File: src/rtl/uart_pkg.sv
// rtl/uart_pkg.sv - shared constants, engine state encoding and parity helper for the UART transmit path
package uart_pkg;

  localparam int PAR_NONE      = 0;
  localparam int PAR_ODD       = 1;
  localparam int PAR_EVEN      = 2;
  localparam int MAX_DATA_BITS = 9;

  typedef enum logic [2:0] {
    ST_IDLE,
    ST_START,
    ST_DATA,
    ST_PARITY,
    ST_STOP
  } tx_state_t;

  // Zero padding above the real word width leaves the XOR reduction unchanged.
  function automatic logic parity_bit(input logic [MAX_DATA_BITS-1:0] data, input int mode);
    logic p;
    p = 1'b0;
    if (mode == PAR_ODD)
      p = ~^data;
    else if (mode == PAR_EVEN)
      p = ^data;
    return p;
  endfunction

endpackage

File: src/rtl/uart_baud_tick.sv
// rtl/uart_baud_tick.sv - bit-period strobe generator, held at zero while idle and restarted on frame load
module uart_baud_tick #(
  parameter int CLKS_PER_BIT = 1
) (
  input  logic clk,
  input  logic rst_n,
  input  logic enable,
  input  logic restart,
  output logic tick
);

  localparam int CW = (CLKS_PER_BIT > 1) ? $clog2(CLKS_PER_BIT) : 1;
  localparam logic [CW-1:0] LAST = CW'(CLKS_PER_BIT - 1);

  logic [CW-1:0] cnt;

  always_ff @(posedge clk or negedge rst_n) begin
    if (!rst_n)
      cnt <= '0;
    else if (!enable || restart || (cnt == LAST))
      cnt <= '0;
    else
      cnt <= cnt + 1'b1;
  end

  // With one clock per bit the counter is pinned at zero, so this strobes every cycle.
  assign tick = (cnt == LAST);

endmodule

File: src/rtl/uart_tx_framer.sv
// rtl/uart_tx_framer.sv - UART transmit framer with valid/ready intake and a one-word hold register
module uart_tx_framer #(
  parameter int DATA_BITS    = 8,
  parameter int CLKS_PER_BIT = 1,
  parameter int PARITY       = 0,
  parameter int STOP_BITS    = 1
) (
  input  logic                 Clk,
  input  logic                 Reset,
  input  logic [DATA_BITS-1:0] DataIn,
  input  logic                 Valid,
  output logic                 Ready,
  output logic                 TxOut,
  output logic                 Busy,
  output logic                 Empty
);

  import uart_pkg::*;

  localparam int BCW = $clog2(DATA_BITS + 1);
  localparam logic [BCW-1:0] LAST_DATA = BCW'(DATA_BITS - 1);
  localparam logic [BCW-1:0] LAST_STOP = BCW'(STOP_BITS - 1);

  tx_state_t            state, state_next;
  logic [DATA_BITS-1:0] shift, shift_next, hold_data, word;
  logic                 par_bit, par_next;
  logic [BCW-1:0]       bit_cnt, bit_cnt_next;
  logic                 hold_full, hold_full_next;
  logic                 tick, accept, frame_end, load_new, load_hold, capture, tx_next;

  uart_baud_tick #(
    .CLKS_PER_BIT(CLKS_PER_BIT)
  ) u_baud (
    .clk    (Clk),
    .rst_n  (Reset),
    .enable (state != ST_IDLE),
    .restart(load_new || load_hold),
    .tick   (tick)
  );

  always_comb begin
    accept    = Valid && !hold_full;
    frame_end = (state == ST_STOP) && tick && (bit_cnt == LAST_STOP);
    load_hold = frame_end && hold_full;
    // accept implies hold is empty, so at frame end the new word bypasses hold
    load_new  = accept && ((state == ST_IDLE) || frame_end);
    capture   = accept && !load_new;

    hold_full_next = hold_full;
    if (load_hold)
      hold_full_next = 1'b0;
    else if (capture)
      hold_full_next = 1'b1;

    state_next   = state;
    shift_next   = shift;
    par_next     = par_bit;
    bit_cnt_next = bit_cnt;
    word         = load_hold ? hold_data : DataIn;

    case (state)
      ST_IDLE: ;
      ST_START:
        if (tick) begin
          state_next   = ST_DATA;
          bit_cnt_next = '0;
        end
      ST_DATA:
        if (tick) begin
          shift_next = shift >> 1;
          if (bit_cnt == LAST_DATA) begin
            bit_cnt_next = '0;
            state_next   = (PARITY != PAR_NONE) ? ST_PARITY : ST_STOP;
          end else begin
            bit_cnt_next = bit_cnt + 1'b1;
          end
        end
      ST_PARITY:
        if (tick) begin
          state_next   = ST_STOP;
          bit_cnt_next = '0;
        end
      ST_STOP:
        if (tick) begin
          if (bit_cnt == LAST_STOP)
            state_next = ST_IDLE;
          else
            bit_cnt_next = bit_cnt + 1'b1;
        end
      default: state_next = ST_IDLE;
    endcase

    if (load_new || load_hold) begin
      state_next   = ST_START;
      shift_next   = word;
      par_next     = parity_bit(MAX_DATA_BITS'(word), PARITY);
      bit_cnt_next = '0;
    end

    // Line level is derived from the next state so TxOut can stay a plain register.
    case (state_next)
      ST_START:  tx_next = 1'b0;
      ST_DATA:   tx_next = shift_next[0];
      ST_PARITY: tx_next = par_next;
      default:   tx_next = 1'b1;
    endcase
  end

  always_ff @(posedge Clk or negedge Reset) begin
    if (!Reset) begin
      state     <= ST_IDLE;
      shift     <= '0;
      par_bit   <= 1'b0;
      bit_cnt   <= '0;
      hold_full <= 1'b0;
      hold_data <= '0;
      TxOut     <= 1'b1;
    end else begin
      state     <= state_next;
      shift     <= shift_next;
      par_bit   <= par_next;
      bit_cnt   <= bit_cnt_next;
      hold_full <= hold_full_next;
      if (capture)
        hold_data <= DataIn;
      TxOut     <= tx_next;
    end
  end

  assign Ready = !hold_full;
  assign Busy  = (state != ST_IDLE);
  assign Empty = (state == ST_IDLE) && !hold_full;

endmodule

File: config.mk
export PLATFORM = sky130hd
export DESIGN_NAME = uart_tx_framer
export DESIGN_NICKNAME = d
export VERILOG_FILES = /design/src/rtl/uart_pkg.sv /design/src/rtl/uart_baud_tick.sv /design/src/rtl/uart_tx_framer.sv
export SDC_FILE = /design/constraint.sdc
export NUM_CORES = 1
export LEC_CHECK = 0
export CAP_MARGIN = 20
export CORE_ASPECT_RATIO = 2
export CORE_UTILIZATION = 33
export DETAILED_ROUTE_END_ITERATION = 10
export PLACE_DENSITY = 0.62
export SLEW_MARGIN = 20
export SYNTH_ARGS = -nofsm -noshare
export SYNTH_HDL_FRONTEND = slang
export SYNTH_SLANG_ARGS = --single-unit
export TNS_END_PERCENT = 1
File: constraint.sdc
create_clock -name Clk -period 2.6 [get_ports Clk]
set_input_delay 0.65 -clock Clk [delete_from_list [all_inputs] [get_ports Clk]]
set_output_delay 0.65 -clock Clk [all_outputs]
set_load 0.02 [all_outputs]
Word-level counts from Yosys, hierarchy flattened:

Cells that the tools add are included.
Widths: inputs -> output; s select.

* equality and inequality tests: 13
* reductions and logical operators: 23
* $add $sub $neg: 2
* muxes and demuxes: 24
* bitwise operators: 1

Operators with widths (count)
* $mux 8: 4
* $mux 4: 6
* $mux 3: 7
* $pmux 3 s5: 1
* $eq 3x2->1 const B: 4
* $ne 3x2->1 const B: 4
* $pmux 4 s3: 1
* $logic_and 1x1->1: 7
* $eq 3x1->1 const B: 2
* $reduce_and 5->1: 1
* $add 4x1->4 const B: 1
* $eq 4x3->1 const B: 1
* $logic_not 4->1: 1
* $logic_or 1x1->1: 4
* $mux 1: 4
* $reduce_bool 2->1: 2
* $reduce_bool 4->1: 1
* $eq 3x3->1 const B: 1
* $logic_not 1->1: 3
* $logic_not 3->1: 1
* $pmux 1 s3: 1
* $reduce_bool 3->1: 1
* $ne 2x1->1 const B: 1
* $reduce_and 2->1: 1
* 3 further kinds: 3

* register bits: 27
* word-level logic and storage cells: 72
* output and inout bits: 4
* bits of input ports: 11

Depth between registers and ports, before layout:

Gate-level depths: netlist of the first run.

* word-level depth: 9
* mapped depth: 7
* mapped depth without buffers: 6

By module:

From an unflattened synthesis of the first run, not the netlist that was laid out.

* cell total of the unflattened synthesis: 127
* area, all modules: 1411.4 sq um

By module, submodules not included
* uart_tx_framer: cells each 124, area an instance 1378.8 sq um, times used 1, sequential area each 651.9 sq um
* uart_baud_tick: cells each 3, area an instance 32.5 sq um, times used 1, sequential area each 25.0 sq um

Least setup slack after synthesis of the first run:

OpenSTA, ideal clock, no wires.

* kind: register to output
* from: reg state[0]
* to: out Empty
* data arrival time: 1.313 ns
* buffers on the path: 1
* setup slack: 0.637 ns
* cell stages (with the launch flop): 5
* data required time: 1.950 ns
* path through: dfrtp_1 > buf_2 > nor2_1 > nand2_1 > nor2_1

* longest elaborated chain between the ends: 2

RTL lines
* start: declaration: line uart_tx_framer.sv:24 `tx_state_t state, state_next;`
* start signal: assignment: line uart_tx_framer.sv:119 `state <= state_next;`
* $logic_not 3->1: line uart_tx_framer.sv:132 `assign Empty = (state == ST_IDLE) && !hold_full;`
* $logic_and 1x1->1: line uart_tx_framer.sv:132
* end: declaration: line uart_tx_framer.sv:15 `output logic Empty`

Every way passes these cells.

Final worst setup path of the first run:

* from: reg state[2]
* to: out Empty

The elaborated chain is that of the path after synthesis.

==> results of run 1 <==
layer usage:
layer | part of all wire, % | vias up | routed length (um)
met5 | 0 | - | 0
met3 | 2.7 | 12 | 77
met4 | 3.7 | 0 | 108
li1 | - | 507 | -
met1 | 40 | 510 | 1150
met2 | 54 | 30 | 1550
report_power, final:
part	total, mW	internal (mW)	leakage, nW	switching [mW]
registers	0.659	0.552	0.340	0.106
clock network	0.245	0.109	0.0217	0.136
logic	0.452	0.236	0.423	0.215
final timing paths:
| check | from | cells past startpoint | slack (ns) | to |
|---|---|---|---|---|
| hold / removal | hold_data[6] | 1 | 0.52 | hold_data[6] |
| setup / recovery | state[2] | 4 | 0.20 | Empty |
| setup reg to reg | bit_cnt[0] | 6 | 0.62 | hold_data[5] |
| min in group asynchronous | Reset | 2 | 0.75 | bit_cnt[2] |
| hold reg to reg | hold_data[6] | 1 | 0.52 | hold_data[6] |
| max in group asynchronous | Reset | 2 | 1.55 | TxOut |
flip-flops by register name, indices dropped and copies added (netlist names):
| signal | flops |
|---|---|
| TxOut | 1 |
| hold_data | 8 |
| u_baud.cnt | 1 |
| par_bit | 1 |
| bit_cnt | 4 |
| state | 3 |
| shift | 8 |
| hold_full | 1 |
worst max-delay path, cell delays in order, from the launching register on:
cell	delay, ns
dfrtp_1	0.51
inv_1	0.18
nand2_1	0.10
nor2_1	0.09
clkdlybuf4s50_1	0.60
cell type report:
type / count / area, um2 / area share (%)
multi-input cells: 95 / 709 / 42.2
well taps: 52 / 65.1 / 3.87
flip-flops and latches: 27 / 677 / 40.3
inverters: 5 / 18.8 / 1.12
clock buffers: 3 / 41.3 / 2.46
repair buffers: 17 / 163 / 9.67
clock inverters: 1 / 7.51 / 0.446
kinds of logic (layout without fill, tap and decap cells):
kind of cell,after synthesis,count (layout),synth area share (%)
multiplexers,19,19,16.1
adder cells (fa/ha/maj),2,2,1.74
flip-flops,27,27,47.2
buffers and inverters,10,26,3.40
AO/OA/AOI/OAI,25,25,11.9
AND/OR/NAND/NOR,48,48,19.4
other,1,1,0.261
placed cells by master (no fill, tap or decap), types with 2 or more instances in the layout:
| cell | count |
|---|---|
| nand2_1 | 13 |
| buf_4 | 3 |
| or3b_2 | 2 |
| o21ai_0 | 4 |
| clkdlybuf4s50_1 | 14 |
| clkbuf_8 | 3 |
| nand2b_1 | 2 |
| mux2i_1 | 10 |
| a21oi_1 | 6 |
| nor2_1 | 7 |
| dfrtp_1 | 26 |
| mux2_4 | 8 |
| nor2b_1 | 2 |
| o211ai_1 | 6 |
| ha_1 | 2 |
| nand3_1 | 12 |
| a31oi_1 | 2 |
| inv_1 | 5 |
==> impl_metrics.ini, run 1 <==
[timing]
fin_worst_skew_ns = 0.00123
rsz0062_at_grt = false
finalWorstSetupSlack_ns = 0.200
slew_violations = 0
hold_violations = 0
fin_tns_setup_ns = 0
min_period_over_period_pct = 92.3
relSlewSlack_pct = 57.5
fmax_mhz = 417
hold_ws_ns = 0.524
setup_viol = 0
worstMarginPinSlew_ns = 0.632
period_needed_ns = 2.40

[yosys]
post-synth-top-area-cell = dfrtp_1
synth_edf_count = 0
yosysUniqueCellTypes = 38
yosysMostFrequentCell = dfrtp_1
synth-main-ff-cell = dfrtp_1
ys_seq_area_share_pct = 47.2
yosys_warnings = 0
async_flop_share_pct = 100
syn-num-nets = 145
synthTopCellsByCount = dfrtp_1 (26), nand2_1 (13), nand3_1 (12)
ys_ff_latch = 27
netlist_instances = 132
netlist_area_mm2 = 0.00144
syn_area_per_cell_um2 = 10.9
yosysTopAreaCellShare_pct = 45.3
synthTopCellsByArea = dfrtp_1 (45%), mux2_4 (8.4%), mux2i_1 (7.0%)

[global_routing]
grt_pass1_wl_um = 4730
overflow = 0
grt_max_degree = 28
grt_pass1_vias = 1099
grt_use_total_pct = 13.2
top_usage_layer = met2
grt_use_met3_pct = 1.59
met1_usage_pct = 13.9
grt.met2_usage_pct = 24.1
antenna_found_initial = 0

[worst_setup_path]
cp-end-kind = primary output
critPathLaunchType = register
cp_data_arrival_time_ns = 1.75
critical_path_required_ns = 1.95
crit_fanout = 11
path_class = reg2out

[hold_path]
timing.hold.worst.class = reg2reg

[placed_design]
numPlacedInstances = 196
dpl_worst_slack_ns = 0.338
place_area_mm2 = 0.00163
io_buffers = 14
place.gp.congestion = 0.765
dpl.hpwl_um = 2190

[clock_tree]
cts_buffers = 3
post_cts_resized = 0
cts_root_buf = clkbuf_8
clk_latency_ns = 0.27
clkTransAtPathRegs_ns = 0.10
cts_buffer_depth = 2
h-tree-depth = 1
cts_hold_buf = 0
clock_sinks = 27
post-cts-setup-buffers = 0
cts_tree = done

[drt]
num_vias = 1059
drt-wirelength-per-cell_um = 14.4
drt_wl_total_um = 2880
drt-initial-drc-count = 30
routed_via_density = 5.30
first_pass_iters = 4
drc = 0
ant_nets = 0

[final_layout]
fin_cells = 200
final_layout_size_suffix_gt1_share_pct = 16.9
synthToLayoutAreaGrowth_pct = 17.2
fill_cells = 416
final_core_util_pct = 40.7
antenna_cells = 0
nets = 162
post-route-cell-area_mm2 = 0.00168

[die]
coreArea_mm2 = 0.00413
start_util_pct = 34.8
rows = 33
die_w_um = 48.6
fp.dieArea_mm2 = 0.00463
die_h_um = 95.3
pin_count = 15

[pwr]
finalPower_mw = 1.36
power_density_mw_per_mm2 = 806
ir_worst_vdd_mv = 0.420
total_leakage_power_nw = 0.784

[flow_run]
drv_cap = 0

[run_status]
status = complete, no violations
No activity file was read; power rests on OpenSTA's default activity.
==> run 2: changes to the inputs <==
--- a/config.mk
+++ b/config.mk
@@ -6,10 +6,10 @@
 export NUM_CORES = 1
 export LEC_CHECK = 0
 export CAP_MARGIN = 20
-export CORE_ASPECT_RATIO = 2
 export CORE_UTILIZATION = 33
 export DETAILED_ROUTE_END_ITERATION = 10
 export PLACE_DENSITY = 0.62
+export SKIP_LAST_GASP = 1
 export SLEW_MARGIN = 20
 export SYNTH_ARGS = -nofsm -noshare
 export SYNTH_HDL_FRONTEND = slang
==> run 2 against run 1 <==
Core utilization increased by 0.55 points. Final area increased by 0.30%. Via count increased by 0.19%. Critical path type unchanged. Power decreased by 0.73%. Non-clock buffer count increased by 1. Critical endpoint unchanged. Sequential power decreased by 0.6%. Clock skew about the same.
==> impl_metrics.ini, run 2 (synthesis results as in run 1) <==
[worst_setup_path]
critPathBufInv = 1
path_class = reg2out
r2r_start = bit_cnt[0]
path_cells = nor2_1 > nand2_1 > nor2_1 > clkdlybuf4s50_1
critical_path_required_ns = 1.95
cp-end-kind = primary output
cp_slowest_cell = clkdlybuf4s50_1
regToRegSetupSlack_ns = 0.56
path_delay_family = buffers and inverters
crit_fanout = 10
crit_top_cell = nor2_1
cp_data_arrival_time_ns = 1.75
slowest_delay_ns = 0.61
critical_path_depth = 4
reg2reg_depth = 6
reg2reg_to = hold_data[6]
critPathLaunchType = register

[global_routing]
grt_use_total_pct = 14.6
antenna_found_initial = 0
overflow = 0
grt_pass1_wl_um = 5070
grt_max_degree = 28
grt_pass1_vias = 1096

[timing]
min_period_over_period_pct = 92.4
period_needed_ns = 2.40
fmax_mhz = 416
worstMarginPinSlew_ns = 0.758
slew_violations = 0
setup_viol = 0
relSlewSlack_pct = 49.1
rsz0062_at_grt = false
fin_tns_setup_ns = 0
hold_violations = 0
fin_worst_skew_ns = 0.00104

[clock_tree]
clk_latency_ns = 0.27
clkTransAtPathRegs_ns = 0.09
cts_buffer_depth = 2
cts_buffers = 3
cts_hold_buf = 0
clock_sinks = 27
h-tree-depth = 1
post_cts_resized = 0
cts_root_buf = clkbuf_8
post-cts-setup-buffers = 0
cts_tree = done

[drt]
drt-initial-drc-count = 22
num_vias = 1061
drc = 0
first_pass_iters = 4
routed_via_density = 5.33
drt_wl_total_um = 2910
drt-wirelength-per-cell_um = 14.6
ant_nets = 0

[placed_design]
dpl.hpwl_um = 2120
io_buffers = 14
place.gp.congestion = 0.694
place_area_mm2 = 0.00164

[die]
die_h_um = 67.9
start_util_pct = 35.1
pin_count = 15
rows = 23
coreArea_mm2 = 0.00409
die_w_um = 67.9
fp.dieArea_mm2 = 0.00462

[final_layout]
post-route-cell-area_mm2 = 0.00169
fill_cells = 400
final_common_cell = dfrtp_1
nets = 163
seqCellArea_um2 = 677
antenna_cells = 0
synthToLayoutAreaGrowth_pct = 17.5
final_layout_size_suffix_gt1_share_pct = 17.4
multiInputGateArea_um2 = 709
final_cell_mix = dfrtp_1 (26), clkdlybuf4s50_1 (14), nand2_1 (13), nand3_1 (12), mux2i_1 (10)
reg_top3 = hold_data: 8 flops, shift: 8 flops, bit_cnt: 4 flops

[hold_path]
worstHoldPathCells = 1
min_to = par_bit
hold_path_startpoint = par_bit
timing.hold.worst.class = reg2reg

[pwr]
total_leakage_power_nw = 0.790
ir_worst_vdd_mv = 0.363
power_density_mw_per_mm2 = 798

[flow_run]
drv_cap = 0

[run_status]
status = complete, no violations
## run 2: changes by cell type in the layout (fill, tap and decap cells not counted)
| cell | change |
|---|---|
| buf_4 | +1 |
## run 2: power breakdown
group / switching, mW / internal (mW) / leakage, nW
Clock: 0.130 / 0.109 / 0.0217
Combinational: 0.216 / 0.236 / 0.428
Sequential: 0.103 / 0.552 / 0.340
Total: 0.449 / 0.896 / 0.790
## run 2: through the flow
step / util, % / worst slack [ns] / hold slack, ns / power [mW] / cells
after floorplan: - / 0.637 / 0.354 / 0.955 / 132
after global placement: 40.1 / 0.489 / 0.487 / 1.09 / 195
after detailed placement: 40.1 / 0.451 / 0.480 / 1.12 / 195
after CTS: 41.3 / 0.199 / 0.508 / 1.36 / 199
after global routing: 41.3 / 0.0982 / 0.517 / 1.44 / 199
final: 41.3 / 0.198 / 0.503 / 1.35 / 199
## run 2: cell type report
cell class	instances	area share, %
clock inverter	1	0.445
clock buffer	3	2.45
multi-input combinational	95	42.1
tap	50	3.71
timing repair buffer	18	10.1
sequential	27	40.1
inverter	5	1.11
## run 2: worst max path at each step
stage	endpoint	slack [ns]	start
after floorplan	Empty	0.64	state[0]
after global placement	hold_data[2]	0.49	Valid
after detailed placement	hold_data[3]	0.45	Valid
after CTS	Empty	0.20	state[0]
after global routing	Empty	0.1	state[0]
final	Empty	0.20	state[0]
## run 2: routing by layer
layer	part of all wire, %	track usage (%)	routed length, um
met1	46	18.3	1330
met2	51	25.1	1490
met3	2.5	2.67	72
met4	0.52	4.69	15
met5	0	0	0
